==> config.mk <==
export PLATFORM = sky130hd
export DESIGN_NAME = uart_tx_fifo
export DESIGN_NICKNAME = d
export VERILOG_FILES = /design/src/rtl/uart_tx_fifo.sv
export SDC_FILE = /design/constraint.sdc
export NUM_CORES = 1
export LEC_CHECK = 0
export ABC_AREA = 1
export BUFFER_PORTS_ARGS = -buffer_cell sky130_fd_sc_hd__buf_4
export CELL_PAD_IN_SITES_DETAIL_PLACEMENT = 0
export CELL_PAD_IN_SITES_GLOBAL_PLACEMENT = 1
export CORE_ASPECT_RATIO = 1.25
export CORE_MARGIN = 2
export CORE_UTILIZATION = 52
export DETAILED_ROUTE_END_ITERATION = 7
export PLACE_DENSITY_LB_ADDON = 0.1
export SYNTH_ARGS = -nofsm -noshare
export SYNTH_HDL_FRONTEND = slang
export SYNTH_SLANG_ARGS = --single-unit
==> constraint.sdc <==
create_clock -name CLK -period 5.8 [get_ports CLK]
set_input_delay 1.16 -clock CLK [delete_from_list [all_inputs] [get_ports CLK]]
set_output_delay 1.16 -clock CLK [all_outputs]
set_load 0.005 [all_outputs]
==> src/rtl/uart_tx_fifo.sv <==
// uart_tx_fifo: byte FIFO feeding a UART serializer through a start/busy handshake
module uart_tx_fifo #(
  parameter int DEPTH = 16,
  parameter int AW = 4
) (
  input  logic          CLK,
  input  logic          RST_N,
  input  logic          WR_EN,
  input  logic [7:0]    WR_DATA,
  input  logic          CLR_OVF,
  input  logic          TX_BUSY,
  output logic          TX_START,
  output logic [7:0]    TX_DATA,
  output logic          FULL,
  output logic          EMPTY,
  output logic [AW:0]   COUNT,
  output logic          OVERFLOW
);
  typedef enum logic [1:0] {IDLE, WAIT_HI, WAIT_LO} state_t;
  localparam logic [AW:0] FULL_CNT = (AW+1)'(DEPTH);
  logic [7:0] mem [DEPTH];
  logic [AW-1:0] wr_ptr, rd_ptr;
  logic [AW:0] count_n;
  logic [1:0] tmo, tmo_n;
  state_t state, state_n;
  logic wr_ok, pop;
  always_comb begin
    wr_ok = WR_EN && !FULL;
    pop = 1'b0;
    state_n = state;
    tmo_n = tmo;
    case (state)
      IDLE: if (!EMPTY && !TX_BUSY) begin
        pop = 1'b1;
        state_n = WAIT_HI;
        tmo_n = 2'd0;
      end
      WAIT_HI: if (TX_BUSY) begin
        state_n = WAIT_LO;
        tmo_n = 2'd0;
      end else if (tmo == 2'd3) begin
        state_n = IDLE;
        tmo_n = 2'd0;
      end else tmo_n = tmo + 2'd1;
      WAIT_LO: state_n = TX_BUSY ? WAIT_LO : IDLE;
      default: state_n = IDLE;
    endcase
    count_n = COUNT + {{AW{1'b0}}, wr_ok} - {{AW{1'b0}}, pop};
  end
  always_ff @(posedge CLK)
    if (RST_N && wr_ok) mem[wr_ptr] <= WR_DATA;
  always_ff @(posedge CLK) begin
    if (!RST_N) begin
      wr_ptr <= '0;
      rd_ptr <= '0;
      COUNT <= '0;
      EMPTY <= 1'b1;
      FULL <= 1'b0;
      OVERFLOW <= 1'b0;
      TX_START <= 1'b0;
      TX_DATA <= 8'h00;
      state <= IDLE;
      tmo <= 2'd0;
    end else begin
      if (wr_ok) wr_ptr <= wr_ptr + AW'(1);
      if (pop) begin
        TX_DATA <= mem[rd_ptr];
        rd_ptr <= rd_ptr + AW'(1);
      end
      TX_START <= pop;
      COUNT <= count_n;
      FULL <= count_n == FULL_CNT;
      EMPTY <= count_n == '0;
      OVERFLOW <= CLR_OVF ? 1'b0 : (OVERFLOW || (WR_EN && FULL));
      state <= state_n;
      tmo <= tmo_n;
    end
  end
endmodule

==> results of run 1 <==
[logic make-up after synthesis]
kind of cell,synth area share [%]
and+or+nand+nor,22.00
xor gates and xnor gates,0.6426
DFF,64.93
AOI/OAI and AO/OA,1.726
adders and majority gates,2.681
buffers and inverters,8.024
[final cells by class]
cell class / instances / area [µm²] / area share [%]
Clock buffer: 19 / 442.9 / 5.808
Timing Repair Buffer: 31 / 232.7 / 3.052
Tap cell: 168 / 210.2 / 2.756
Multi-Input combinational cell: 404 / 1843 / 24.17
Clock inverter: 13 / 107.6 / 1.411
Inverter: 97 / 364.1 / 4.774
Sequential cell: 157 / 4425 / 58.03
[routing by layer]
metal / wire length [µm] / global-route usage, % / vias up
li1: - / - / 2272
met1: 6243 / 28.69 / 2117
met2: 7523 / 38.39 / 116
met3: 664 / 4.152 / 25
met4: 440 / 9.211 / 0
met5: 0 / 0 / -
[cell usage in the layout, fill, tap and decap left out]
master	synthesis	final
nand3_1	96	96
xor2_1	4	4
edfxtp_1	128	128
inv_8	0	1
o21ai_0	1	1
nand2_2	1	1
clkbuf_8	0	1
inv_2	4	4
nor3_1	4	4
nand2_1	215	215
dfxtp_2	0	1
nor3b_1	1	1
o21ai_1	7	7
nor2_1	44	44
nor4_1	1	1
inv_1	93	93
a21oi_1	12	12
clkbuf_1	7	1
clkbuf_16	0	17
buf_4	12	31
ha_1	13	13
clkinvlp_4	0	7
fa_1	1	1
o21a_1	1	1
xnor2_1	1	1
nand4_1	1	1
inv_6	0	5
a32o_1	1	1
dfxtp_1	29	28
[power groups by stage]
stage	logic, mW	clock network, mW	registers (mW)
final	0.708	1.02	1.32
after global routing	0.805	1.08	1.33
after CTS	0.716	1.03	1.32
after detailed placement	0.712	0	1.34
after global placement	0.698	0	1.34
after floorplan	0.491	0	1.34
[through the flow]
stage / instances / hold slack [ns]
2_1_floorplan: 688 / 0.4392
3_3_place_gp: 857 / 0.4492
3_5_place_dp: 857 / 0.4640
4_1_cts: 889 / 0.4759
5_1_grt: 889 / 0.5065
6_report: 889 / 0.4780
[flip-flops by register name (all words and copies together), names as in the netlist]
| signal | flops |
|---|---|
| mem | 128 |
| TX_DATA | 8 |
| COUNT | 5 |
| rd_ptr | 4 |
| wr_ptr | 4 |
| state | 2 |
| tmo | 2 |
| EMPTY | 1 |
| FULL | 1 |
| OVERFLOW | 1 |
| TX_START | 1 |
[critical path, delay by kind of cell]
kind            cells  cell delay, ns
compound gates      2            0.32
xor+xnor            1            0.21
fa+ha+maj           3            0.85
buf+inv             4            0.53
simple gates        3            0.29
[worst paths after layout]
check	endpoint	slack [ns]
setup / recovery	EMPTY	2.78
hold / removal	state[1]	0.48
setup reg to reg	EMPTY	3.16
hold reg to reg	state[1]	0.48
==> implementation parameters, run 1 <==
Parameter                              Value

Synth
  Synth Net Count ... 715
  Most common cell in the netlist ... nand2_1
  Most frequent cells after synthesis ... 215 x nand2_1, 128 x edfxtp_1, 96 x nand3_1
  Top flip-flop cell by instance count after synthesis ... edfxtp_1
  Top cells by area, synth ... edfxtp_1 56%, nand2_1 12%, dfxtp_1 8.5%
  Number of warnings issued by yosys ... 0
  Synthesized flop and latch total ... 157
  Instance count of the mapped netlist ... 688
  Unique masters post-synth ... 26
  Count of flip-flops with a built-in enable after synthesis ... 128
  Sequential-to-total area share from yosys stat ... 64.93%
  Async SR Flop Fraction ... 0%
  Area share of the leading cell type in the synthesized netlist ... 56.41%
  Cell type with the highest aggregate area in the netlist ... edfxtp_1
  Synthesized cell area ... 6814 µm²
  Syn Area/Cell ... 9.904 µm²

Routing
  Count of antenna-violating nets left after detailed routing ... 0
  Final Routed Wirelength ... 14870 µm
  Number of vias after detailed routing ... 4530
  Detailed-routing iteration count for the pre-antenna-repair pass ... 5
  Residual DRC ... 0
  Post-DR vias/cell ... 5.096
  Routed length per placed instance ... 16.73 µm
  Drt first-iter violations ... 332

Finish
  Post-Layout Inst Area ... 7626 µm²
  Number of nets in the layout ... 735
  Number of antenna cells inserted ... 0
  Fraction of layout instances using a drive strength above 1 ... 9.431%
  Relative area change from synthesis to final layout ... 11.92%
  Number of fillers in the final layout ... 1118
  Post-route core utilization ... 59.95%

Setup path
  Category of the critical setup timing path ... primary input to register
  Setup crit end kind ... register
  Signal arrival time at the worst endpoint ... 3.36 ns
  Required time at the endpoint of the critical path ... 6.14 ns
  RR Startpoint ... state[0]
  Max stage delay cell, worst path ... fa_1
  Critical path launch point type ... primary input
  Highest net fanout along the worst path ... 19
  Setup crit start ... TX_BUSY
  Critical path, cell by cell ... buf_4 > nor2_1 > nand2_1 > inv_2 > ha_1 > inv_1 > ha_1 > inv_1 > fa_1 > o21ai_1 > xor2_1 > nor2_1 > a21oi_1
  Worst Reg2Reg Path Length in Cells ... 13
  Crit path largest cell delay ... 0.40 ns

Timing
  Share of the clock period used by the worst path ... 52.07%
  Number of setup violations in the final report ... 0
  Worst Clk Skew ... 0.006682 ns
  Worst setup margin ... 2.780 ns
  Count of final hold-check violations ... 0
  Count of final max-slew check failures ... 0
  Setup repair after global routing missed its margin ... false
  Least-Margin Pin Slew ... 1.141 ns
  Time the worst path needs with I/O delays and setup ... 3.020 ns
  Max-slew headroom ... 23.84%
  Maximum clock rate ... 0.3311 GHz
  Final TNS setup ... 0 ns

Clock tree
  CTS hold repair buffers ... 0
  Clock tree root driver cell ... clkbuf_16
  Count of buffers added by post-CTS timing repair for setup ... 0
  Number of H-tree levels ... 4
  Number of buffers created by CTS ... 17
  Cts repair resizes ... 0
  Clock-pin slew on the worst setup and hold paths ... 0.06 ns
  Worst skew pair latency ... 0.41 ns
  Clock Sink Count ... 157
  CTS tree ... done
  Maximum clock insertion buffer count ... 2

Global routing
  Largest net degree at the start of global routing ... 68
  Vias in the first global route ... 4434
  Overall Global Routing Usage ... 22.67%
  GRT Residual Overflow ... 0
  Number of antenna violations at the first check in global routing ... 0
  Wire length of the first global-routing pass ... 23720 µm

Floorplanning
  Total core area ... 12720 µm²
  Initial core utilization ... 53.57%
  Row cnt ... 46
  Top-level I/O count ... 30
  Die Height ... 132.0 µm
  Die Wd ... 106.4 µm
  Die Outline Area ... 14040 µm²

Pwr
  Total chip power ... 3.047 mW
  Total power per unit cell area ... 399.5 nW/µm²
  Power Internal ... 2.089 mW
  Sequential share of power ... 43.3%
  Logic gate share of total power ... 23.2%
  Worst IR drop on VDD ... 0.2639 mV
  Switching power ... 957.9 µW
  P_leak ... 3.207 nW
  Net switching fraction of the power ... 31.44%
  Clock group share of total power ... 33.4%

Status
  Outcome ... completed

Placed design
  Place WS ... 2.354 ns
  Placer Congestion ... 0.8261
  Sum of net half-perimeters after detailed placement ... 9429 µm
  Total of buffers placed on input and output ports ... 29
  Cell area reported after detailed placement ... 7076 µm²

Worst hold path
  Worst hold path stage count ... 2
  Path class of the lowest-slack min-delay path ... register to register
  Worst Hold Launch ... state[1]

Flow run
  Maximum capacitance violations ... 0
Note: power is estimated with default switching activity, not from simulation.
==> run 2: changes to the inputs <==
ABC_AREA = 0   (was 1)
clock period = 2.8 ns   (was 5.8 ns; I/O delays follow)
==> implementation parameters, run 2 <==
Parameter                              Value

Finish
  Most common cell after layout, fill and taps aside ... edfxtp_1
  Largest registers in the final layout ... mem: 128 flops, TX_DATA: 8 flops, COUNT: 5 flops
  Number of antenna cells inserted ... 0
  Number of nets in the layout ... 435
  Flip-flop count of the largest register, all copies and words added ... 128
  Multi-input combinational cell area ... 1673 µm²
  FF/Latch Area ... 4427 µm²
  Relative area change from synthesis to final layout ... 17.25%
  Fraction of layout instances using a drive strength above 1 ... 28.50%
  Top library cells by usage in the layout, fill and taps aside ... 128 x edfxtp_1, 51 x buf_4, 32 x mux4_2
  Post-route core utilization ... 62.60%
  Number of fillers in the final layout ... 892
  Register with the highest flop count ... mem

Pwr
  P_leak ... 2.441 nW
  Worst IR drop on VDD ... 0.5035 mV
  Total chip power ... 5.883 mW
  Total power per unit cell area ... 805.3 nW/µm²

Synth
  Most common cell in the netlist ... edfxtp_1
  Syn Area/Cell ... 17.65 µm²
  Synthesized flop and latch total ... 157
  Cell type with the highest aggregate area in the netlist ... edfxtp_1
  Top cells by area, synth ... edfxtp_1 62%, mux4_2 12%, dfxtp_1 9.3%
  Synth Net Count ... 380
  Instance count of the mapped netlist ... 353
  Count of flip-flops with a built-in enable after synthesis ... 128
  Number of warnings issued by yosys ... 0
  Most frequent cells after synthesis ... 128 x edfxtp_1, 32 x mux4_2, 31 x nor2_1
  Sequential-to-total area share from yosys stat ... 71.00%
  Synthesized cell area ... 6231 µm²
  Unique masters post-synth ... 38
  Async SR Flop Fraction ... 0%
  Area share of the leading cell type in the synthesized netlist ... 61.69%
  Top flip-flop cell by instance count after synthesis ... edfxtp_1

Floorplanning
  Die Outline Area ... 12880 µm²
  Die Wd ... 101.9 µm
  Row cnt ... 44
  Die Height ... 126.4 µm
  Initial core utilization ... 53.39%
  Top-level I/O count ... 30
  Total core area ... 11670 µm²

Clock tree
  Clock tree root driver cell ... clkbuf_16
  Worst skew pair latency ... 0.42 ns
  Count of buffers added by post-CTS timing repair for setup ... 0
  Clock Sink Count ... 157
  Number of buffers created by CTS ... 17
  Clock-pin slew on the worst setup and hold paths ... 0.06 ns
  Maximum clock insertion buffer count ... 2
  CTS tree ... done
  Number of H-tree levels ... 4

Timing
  Number of setup violations in the final report ... 0
  Max-slew headroom ... 64.18%
  Least-Margin Pin Slew ... 0.5372 ns
  Share of the clock period used by the worst path ... 94.26%
  Count of final max-slew check failures ... 0
  Count of final hold-check violations ... 0
  Final TNS setup ... 0 ns
  Maximum clock rate ... 0.3789 GHz
  Time the worst path needs with I/O delays and setup ... 2.639 ns
  Worst Clk Skew ... 0.007762 ns

Flow run
  Maximum capacitance violations ... 0

Placed design
  Total of buffers placed on input and output ports ... 29
  Sum of net half-perimeters after detailed placement ... 7598 µm
  Placer Congestion ... 0.8008

Setup path
  Setup crit end kind ... register
  Required time at the endpoint of the critical path ... 3.11 ns
  FF-to-FF setup slack ... 0.16 ns
  Highest net fanout along the worst path ... 4
  Critical path launch point type ... register
  Worst Reg2Reg Path Length in Cells ... 13
  Category of the critical setup timing path ... register to register
  Signal arrival time at the worst endpoint ... 2.95 ns

Status
  Outcome ... completed

Worst hold path
  Worst hold path stage count ... 2
  Path class of the lowest-slack min-delay path ... primary input to register

Routing
  Drt first-iter violations ... 160
  Residual DRC ... 0
  Number of vias after detailed routing ... 3239
  Count of antenna-violating nets left after detailed routing ... 0
  Post-DR vias/cell ... 5.565
  Detailed-routing iteration count for the pre-antenna-repair pass ... 4
  Final Routed Wirelength ... 12110 µm
  Routed length per placed instance ... 20.81 µm

Global routing
  Number of antenna violations at the first check in global routing ... 0
  Overall Global Routing Usage ... 20.40%
  Largest net degree at the start of global routing ... 36
  Vias in the first global route ... 3324
  Wire length of the first global-routing pass ... 18730 µm
  GRT Residual Overflow ... 0
run 2: worst max-delay path, cell delays in order (launching register included):
cell,delay [ns]
dfxtp_1,0.34
inv_1,0.06
ha_1,0.19
nand2_1,0.08
clkinv_1,0.09
ha_1,0.28
inv_1,0.04
ha_1,0.18
inv_1,0.07
fa_2,0.20
nor2b_1,0.05
o21a_1,0.21
or3_4,0.39
a2111oi_2,0.36
run 2: cell type report:
type	instances	area share, %
sequential	157	60.59
multi-input combinational	166	22.90
clock buffer	20	5.977
timing repair buffer	52	5.515
tap	161	2.757
clock inverter	12	1.541
inverter	14	0.7193
run 2: what timing repair did:
item | CTS | global route
hold buffers | 0 | 0
endpoints found under the setup margin | 0 | 2
gates resized for setup | 0 | 4
run 2: kinds of logic after synthesis:
group | Yosys count | synth area share [%]
flops | 157 | 71.00
simple gates | 66 | 5.000
mux | 48 | 14.14
buf+inv | 30 | 2.349
compound gates | 29 | 3.313
fa+ha+maj | 14 | 2.932
xor+xnor | 9 | 1.265
run 2: through the flow:
| stage | hold WS, ns | setup WS [ns] | instances | cell area, µm² |
|---|---|---|---|---|
| after floorplan | 0.4496 | 0.08968 | 353 | 6232 |
| after global placement | 0.4620 | 0.02877 | 550 | 6743 |
| after detailed placement | 0.4824 | -0.02639 | 550 | 6743 |
| after CTS | 0.2860 | 0.05804 | 582 | 7292 |
| after global routing | 0.3000 | -0.004193 | 582 | 7306 |
| final | 0.3002 | 0.1606 | 582 | 7306 |
run 2: path summary, 6_finish.rpt:
check / startpoint / to
worst max-delay path: state[1] / FULL
worst min-delay path: CLR_OVF / OVERFLOW
worst max register to register: state[1] / FULL
worst min register to register: state[0] / state[0]
run 2: where the power goes:
| part | switching [mW] | internal (mW) | leakage [nW] | total, mW |
|---|---|---|---|---|
| clock | 0.894 | 1.23 | 0.255 | 2.12 |
| sequential | 0.0805 | 2.64 | 1.39 | 2.72 |
| combinational | 0.538 | 0.499 | 0.795 | 1.04 |
| total | 1.51 | 4.37 | 2.44 | 5.88 |
run 2: routing by layer:
layer  part of all wire [%]  global-route usage (%)
met5                      0                       0
met4                    1.5                   6.745
met3                    3.1                   4.573
met1                     41                   25.49
met2                     54                   35.14
